File: config.mk
export PLATFORM = sky130hd
export DESIGN_NAME = l2_port_arbiter
export DESIGN_NICKNAME = d
export VERILOG_FILES = /design/src/rtl/l2_port_arbiter.sv
export SDC_FILE = /design/constraint.sdc
export NUM_CORES = 1
export LEC_CHECK = 0
export BUFFER_PORTS_ARGS = -buffer_cell sky130_fd_sc_hd__buf_2
export CAP_MARGIN = 20
export CORE_AREA = 2 2 119 121
export DETAILED_ROUTE_END_ITERATION = 6
export DIE_AREA = 0 0 121 123
export GPL_ROUTABILITY_DRIVEN = 0
export PLACE_DENSITY = 0.52
export REMOVE_ABC_BUFFERS = 1
export SLEW_MARGIN = 20
export SYNTH_ARGS = -nofsm -noshare
export SYNTH_HDL_FRONTEND = slang
export SYNTH_SLANG_ARGS = --single-unit
File: constraint.sdc
create_clock -name clk_i -period 4.87 [get_ports clk_i]
set_input_delay 0.974 -clock clk_i [delete_from_list [all_inputs] [get_ports clk_i]]
set_output_delay 0.974 -clock clk_i [all_outputs]
set_load 0.01 [all_outputs]
File: src/rtl/l2_port_arbiter.sv
// l2_port_arbiter
// Shares one single-ported L2 SRAM between two TCDM-style masters:
// master 0 (JTAG debug) and master 1 (SoC core/DMA). Round-robin arbitration
// with a same-cycle grant and a fixed one-cycle response. Requests outside
// the L2 window or not word aligned get an error response and never reach
// the SRAM.
//
// Ports:
//   clk_i, rst_i                 clock, asynchronous active-high reset
//   mN_req_i/addr_i/we_i/be_i/wdata_i   master N request payload
//   mN_gnt_o                     master N grant (combinational)
//   mN_rvalid_o/rdata_o/err_o    master N response, one cycle after grant
//   mem_req_o/addr_o/we_o/be_o/wdata_o  SRAM port
//   mem_rdata_i                  SRAM read data, one cycle after a read
//   conflict_cnt_o               saturating count of both-request cycles
module l2_port_arbiter #(
  parameter logic [31:0] L2_BASE   = 32'h0000_0000,
  parameter int          MEM_WORDS = 4096,
  parameter int          MEM_AW    = $clog2(MEM_WORDS),
  parameter logic [31:0] ERR_RDATA = 32'hBADACCE5
) (
  input  logic              clk_i,
  input  logic              rst_i,
  input  logic              m0_req_i,
  input  logic [31:0]       m0_addr_i,
  input  logic              m0_we_i,
  input  logic [3:0]        m0_be_i,
  input  logic [31:0]       m0_wdata_i,
  output logic              m0_gnt_o,
  output logic              m0_rvalid_o,
  output logic [31:0]       m0_rdata_o,
  output logic              m0_err_o,
  input  logic              m1_req_i,
  input  logic [31:0]       m1_addr_i,
  input  logic              m1_we_i,
  input  logic [3:0]        m1_be_i,
  input  logic [31:0]       m1_wdata_i,
  output logic              m1_gnt_o,
  output logic              m1_rvalid_o,
  output logic [31:0]       m1_rdata_o,
  output logic              m1_err_o,
  output logic              mem_req_o,
  output logic [MEM_AW-1:0] mem_addr_o,
  output logic              mem_we_o,
  output logic [3:0]        mem_be_o,
  output logic [31:0]       mem_wdata_o,
  input  logic [31:0]       mem_rdata_i,
  output logic [15:0]       conflict_cnt_o
);

  // Window size in bytes, kept 33 bits wide so a full 4 GiB window cannot wrap.
  localparam logic [32:0] WIN_BYTES = 33'(MEM_WORDS) << 2;

  // rr_ptr: 0 -> master 0 wins the next conflict, 1 -> master 1 wins.
  logic        rr_ptr_q,     rr_ptr_d;
  logic        resp_valid_q, resp_valid_d;
  logic        resp_owner_q, resp_owner_d;
  logic        resp_err_q,   resp_err_d;
  logic        resp_we_q,    resp_we_d;
  logic [15:0] conflict_cnt_q, conflict_cnt_d;

  logic        gnt0, gnt1, any_gnt, hit;
  logic [31:0] sel_addr, sel_wdata, off;
  logic        sel_we;
  logic [3:0]  sel_be;

  always_comb begin
    gnt0 = ~rst_i & m0_req_i & (~m1_req_i | ~rr_ptr_q);
    gnt1 = ~rst_i & m1_req_i & (~m0_req_i |  rr_ptr_q);
    any_gnt = gnt0 | gnt1;

    sel_addr  = gnt1 ? m1_addr_i  : m0_addr_i;
    sel_we    = gnt1 ? m1_we_i    : m0_we_i;
    sel_be    = gnt1 ? m1_be_i    : m0_be_i;
    sel_wdata = gnt1 ? m1_wdata_i : m0_wdata_i;

    off = sel_addr - L2_BASE;
    hit = ({1'b0, off} < WIN_BYTES) && (sel_addr[1:0] == 2'b00);

    // SRAM side is driven only for a granted in-range access; otherwise idle zeros.
    mem_req_o   = 1'b0;
    mem_addr_o  = '0;
    mem_we_o    = 1'b0;
    mem_be_o    = '0;
    mem_wdata_o = '0;
    if (any_gnt && hit) begin
      mem_req_o   = 1'b1;
      mem_addr_o  = off[MEM_AW+1:2];
      mem_we_o    = sel_we;
      mem_be_o    = sel_be;
      mem_wdata_o = sel_wdata;
    end

    rr_ptr_d = rr_ptr_q;
    if (gnt0)      rr_ptr_d = 1'b1;
    else if (gnt1) rr_ptr_d = 1'b0;

    resp_valid_d = any_gnt;
    resp_owner_d = gnt1;
    resp_err_d   = any_gnt & ~hit;
    resp_we_d    = any_gnt & sel_we;

    conflict_cnt_d = conflict_cnt_q;
    if (m0_req_i && m1_req_i && conflict_cnt_q != 16'hFFFF)
      conflict_cnt_d = conflict_cnt_q + 16'd1;
  end

  always_ff @(posedge clk_i or posedge rst_i) begin
    if (rst_i) begin
      rr_ptr_q       <= 1'b0;
      resp_valid_q   <= 1'b0;
      resp_owner_q   <= 1'b0;
      resp_err_q     <= 1'b0;
      resp_we_q      <= 1'b0;
      conflict_cnt_q <= '0;
    end else begin
      rr_ptr_q       <= rr_ptr_d;
      resp_valid_q   <= resp_valid_d;
      resp_owner_q   <= resp_owner_d;
      resp_err_q     <= resp_err_d;
      resp_we_q      <= resp_we_d;
      conflict_cnt_q <= conflict_cnt_d;
    end
  end

  logic [31:0] resp_rdata;

  always_comb begin
    m0_gnt_o    = gnt0;
    m1_gnt_o    = gnt1;
    m0_rvalid_o = ~rst_i & resp_valid_q & ~resp_owner_q;
    m1_rvalid_o = ~rst_i & resp_valid_q &  resp_owner_q;

    if (resp_err_q)     resp_rdata = ERR_RDATA;
    else if (resp_we_q) resp_rdata = '0;
    else                resp_rdata = mem_rdata_i;

    // Non-owner (and everyone during reset) sees zeros.
    m0_rdata_o = m0_rvalid_o ? resp_rdata : '0;
    m1_rdata_o = m1_rvalid_o ? resp_rdata : '0;
    m0_err_o   = m0_rvalid_o & resp_err_q;
    m1_err_o   = m1_rvalid_o & resp_err_q;

    conflict_cnt_o = conflict_cnt_q;
  end

endmodule

======== Yosys cells after proc, flatten, opt, wreduce, memory -nomap -nowiden ========
Index checks and enable logic that the tools add are counted.
Widths: inputs -> output; s select.
storage, ports and cells
  bits in writable memories ............... 0
  memory bits (read-only) ................. 0
  bits in registers ....................... 21
  latch bits .............................. 0
  memories kept ........................... 0
  word-level logic and storage cells ...... 50
  input port bits ......................... 174
cells by class
  reduce and logical (&&, ||, !) cells .... 6
  muxes and demuxes ....................... 15
  bitwise logic cells ..................... 20
  divide/modulo/power cells ............... 0
  shift operators ......................... 0
  multiply operators ...................... 0
  order comparisons ....................... 1
  equal/unequal tests ..................... 1
  add/subtract/negate cells ............... 1
operators by type and width
  operator               number
  $mux 32                7
  $lt 32x15->1 const B   1
  $add 16x1->16 const B  1
  $ne 16x16->1 const B   1
  $mux 12                1
  $and 1x1->1            11
  $mux 4                 2
  $not 1->1              6
  $mux 1                 5
  $logic_and 1x1->1      4
  $or 1x1->1             3
  $logic_not 2->1        1
  $reduce_bool 2->1      1

======== Logic depth before layout (Yosys ltp) ========
  depth in word-level cells ............... 8
  mapped depth ............................ 7

======== Least setup slack after synthesis ========
OpenSTA, ideal clock, no wires.
  kind .................................... input to output
  from .................................... in rst_i
  to ...................................... out mem_addr_o[0]
  slack ................................... 1.213 ns
  arrival ................................. 2.683 ns
  required time ........................... 3.896 ns
  stages on the path ...................... 6
  path through ............................ inv_2 -> nand3_1 -> or4_1 -> buf_2 -> buf_6 -> a221oi_2
on the way
  cells in the longest elaborated chain, start to end .. 8
  elaborated cells between the ends (all ways) .. 12
  classes of those cells .................. 1 x order compare; 2 x mux; 6 x bitwise; 3 x reduce/logical
ends and longest elaborated chain
  item                                             line    text
  start, declared                                  23      input logic rst_i,
  $not 1->1 *                                      68, 69
  $and 1x1->1 (2 in series)                        69      gnt1 = ~rst_i & m1_req_i & (~m0_req_i | rr_ptr_q);
  $mux 32                                          72      sel_addr = gnt1 ? m1_addr_i : m0_addr_i;
  $lt 32x15->1 or $logic_not 2->1 (tied branches)  78      hit = ({1'b0, off} < WIN_BYTES) && (sel_addr[1:0] == 2'b00);
  $logic_and 1x1->1                                78
  $logic_and 1x1->1                                86      if (any_gnt && hit) begin
  $mux 12 *                                        86
  end, declared                                    43      output logic [MEM_AW-1:0] mem_addr_o,
Mark *: on every way between the ends. The rest lies on a longest branch, timed or not.

======== Worst setup path after layout ========
  from .................................... in m0_req_i
  to ...................................... out mem_be_o[0]
on the way
  cells in the longest elaborated chain, start to end .. 8
  elaborated cells between the ends (all ways) .. 13
  classes of those cells .................. 1 x order compare; 3 x mux; 6 x bitwise; 3 x reduce/logical
ends and longest elaborated chain
  item                                             line  text
  start, declared                                  24    input logic m0_req_i,
  $not 1->1                                        69
  $or 1x1->1                                       69
  $and 1x1->1                                      69
  $mux 32                                          72
  $lt 32x15->1 or $logic_not 2->1 (tied branches)  78
  $logic_and 1x1->1                                78
  $logic_and 1x1->1                                86
  $mux 4 *                                         86
  end, declared                                    45    output logic [3:0] mem_be_o,
Marked as above.

==> qor.txt <==
Status: finished clean
Critical Path, Cell by Cell: buf_2, nand2b_1, nand3_2, or4_2, buf_4, a221oi_2, buf_2
IO buf count: 309
Crit path time final: 4.276 ns
Crit Path Max Fanout: 51
Max incr delay on CP: 0.74 ns
Final setup fails: 0
Via density: 4.650
Setup Buffers After CTS: 0
Seq cells post-synth: 21
Die Span X: 121 µm
Largest area contributor in the netlist: a221oi_2
Clock transition at the registers of the reported paths: 0.06 ns
Mux share of post-synthesis cell area: 0.004011
DRC viols: 0
Critical path's top delay family: simple AND/OR/NAND/NOR gates
First-pass GRT wire length: 18890 µm
Crit path launch type: primary input
Complex-gate fraction of the synthesized area: 0.3146
Ports: 310
Pin count of the biggest net entering global routing: 52
Cell Count, Final, Fillers Out: 864
Synth unique cells: 33
Total track usage: 0.1583
CP bufs+invs: 3
Bufs on Longest Clock Path: 2
WL/cell: 15.26 µm
Max-slew violation count: 0
Post-CTS sizing: 0
Core area: 0.01361 mm²
RSZ-0062 raised after global routing: no
Total die area: 0.01488 mm²
CTS tree: yes
Root Buffer: clkbuf_16
Xor/xnor share of the synthesized area: 0.04055
Post-synth top area share: 0.2567
H-tree lvl count: 1
Area delta synth->final: 61.19%
Largest family of logic cells by synthesized area: simple AND/OR/NAND/NOR gates
Cell count after placement: 860
DR iter-0 viols: 145
Row Count: 43
Drt total wl: 13190 µm
Fin. Hold Viols: 0
Worst setup EP type: output pin
TritonCTS Buffers: 3
Share of cells above drive strength 1: 0.5512
Grt ovf: 0
CTS Sinks: 21
Max-slew headroom: 0.3970
Max cap viols: 0
Fill cell count: 1523
Starting Density: 0.2063
Synth Area in Adders: 0.004456
Antenna Cells: 0
Most frequent cells in the layout: buf_2 (309), nand2_1 (125), nor2_1 (73)
Leak Pwr: 2.406 nW
Mean Syn Cell Area: 7.019 µm²
Initial antenna violation count: 2
Period utilisation layout: 0.8781
DPL Wire Length: 10430 µm
Worst Max-Slew Pin Slew: 0.9045 ns
Nets@finish: 860
Worst Setup SP: m0_req_i
Worst vdd ir: 0.1055 mV
F_max: 233.9 MHz
Vias in the first global route: 3585
Yosys warnings: 0
Worst Skew: 0.005269 ns
DRT antenna net count: 0
First-pass DRT Iterations: 4
Post-synthesis simple-gate area fraction: 0.3592
Area contributors post-synth: a221oi_2 (26%), dfrtp_1 (19%), nand2_1 (17%), nor2_1 (9.8%), a21oi_1 (4.1%)
Worst-Skew Late Latency: 0.25 ns
Post-synthesis sequential area ratio: 0.1872
Mapped Area: 0.002808 mm²
Die Ht: 123 µm
Crit path max-delay cell type: or4_2
CP Class: in2out
HP Start: conflict_cnt_o[5]
Vias: 4018
Worst Path Arrival: 3.30 ns
Crit path top cell by count: buf_2
WHS: 0.5084 ns
Hold crit path type: reg2reg
Commonest non-fill, non-tap cell in the layout: buf_2
RR Startpoint: rr_ptr_q
Worst endpoint required time: 3.90 ns
Hold-fix buffers at CTS: 0
Mapped Cells: 400
P per Cell Area: 163.0 mW/mm²
[stage by stage]
stage	setup slack [ns]	setup TNS, ns	utilization	total power, mW	cell area [µm²]
finish	0.5938	0	0.3325	0.7376	4526
global route	0.5163	0	0.3325	0.7921	4526
CTS	0.5756	0	0.3320	0.7439	4519
detailed placement	0.5749	0	0.3261	0.5682	4439
global placement	0.5740	0	0.3261	0.5676	4439
floorplan	-1.394	-62.46	-	0.4023	2589
[flip-flops by register name (all words and copies together) (netlist names)]
name / flops
conflict_cnt_o: 16
resp_err_q: 1
resp_owner_q: 1
resp_valid_q: 1
resp_we_q: 1
rr_ptr_q: 1
[area by class of cell]
cell class	count	area, µm²	share of cell area
multi-input combinational	333	2054	0.4540
clock inverter	1	5.005	0.001106
timing repair buffer	317	1607	0.3550
tap	180	225.2	0.04977
sequential	21	525.5	0.1161
inverter	9	33.78	0.007465
clock buffer	3	75.07	0.01659
[synthesized netlist by cell type, drive strengths merged]
master / instances
inv: 8
and4: 2
o31ai: 2
nand2: 125
nand3: 7
nor3: 5
and3: 4
buf: 12
o21ai: 2
nand4b: 1
a211oi: 1
a221oi: 49
nor2: 73
mux2: 1
ha: 1
a31oi: 1
nand2b: 2
xnor2: 4
nand4: 4
and2: 1
a21oi: 23
xor2: 9
or4: 5
nor4: 10
nor4bb: 1
clkinv: 1
dfrtp: 21
clkbuf: 25
[power by group]
part           internal [mW]  switching (mW)  total [mW]
clock                  0.110          0.0643       0.174
combinational          0.131           0.178       0.309
sequential             0.207          0.0475       0.254
total                  0.447           0.290       0.738
[worst paths after layout]
kind	end	slack, ns	cells past startpoint
max	mem_be_o[0]	0.59	7
min	conflict_cnt_o[5]	0.51	1
max reg2reg	resp_err_q	2.50	6
min reg2reg	conflict_cnt_o[5]	0.51	1
max in group asynchronous	conflict_cnt_o[6]	3.82	3
min in group asynchronous	conflict_cnt_o[8]	0.79	3
[kinds of logic (layout without fill, tap and decap cells)]
logic type | after synthesis | in the layout
compound gates | 78 | 78
xor+xnor | 13 | 13
fa+ha+maj | 1 | 1
buf+inv | 46 | 330
flops | 21 | 21
mux | 1 | 1
simple gates | 240 | 240
[per-layer routing]
layer | GRT usage | share of wire
met5 | 0 | 0.00053
met2 | 0.3055 | 0.51
met3 | 0.03690 | 0.092
met1 | 0.1813 | 0.38
met4 | 0.01890 | 0.0077
[worst reg2reg max path: stages, from the launching register on]
cell and delay [ns]:
dfrtp_1 0.40, nand2b_1 0.16, nand3_2 0.26, inv_2 0.06, or4_2 0.66, buf_4 0.41
and3_1 0.33
Note: power is estimated with default switching activity, not from simulation.
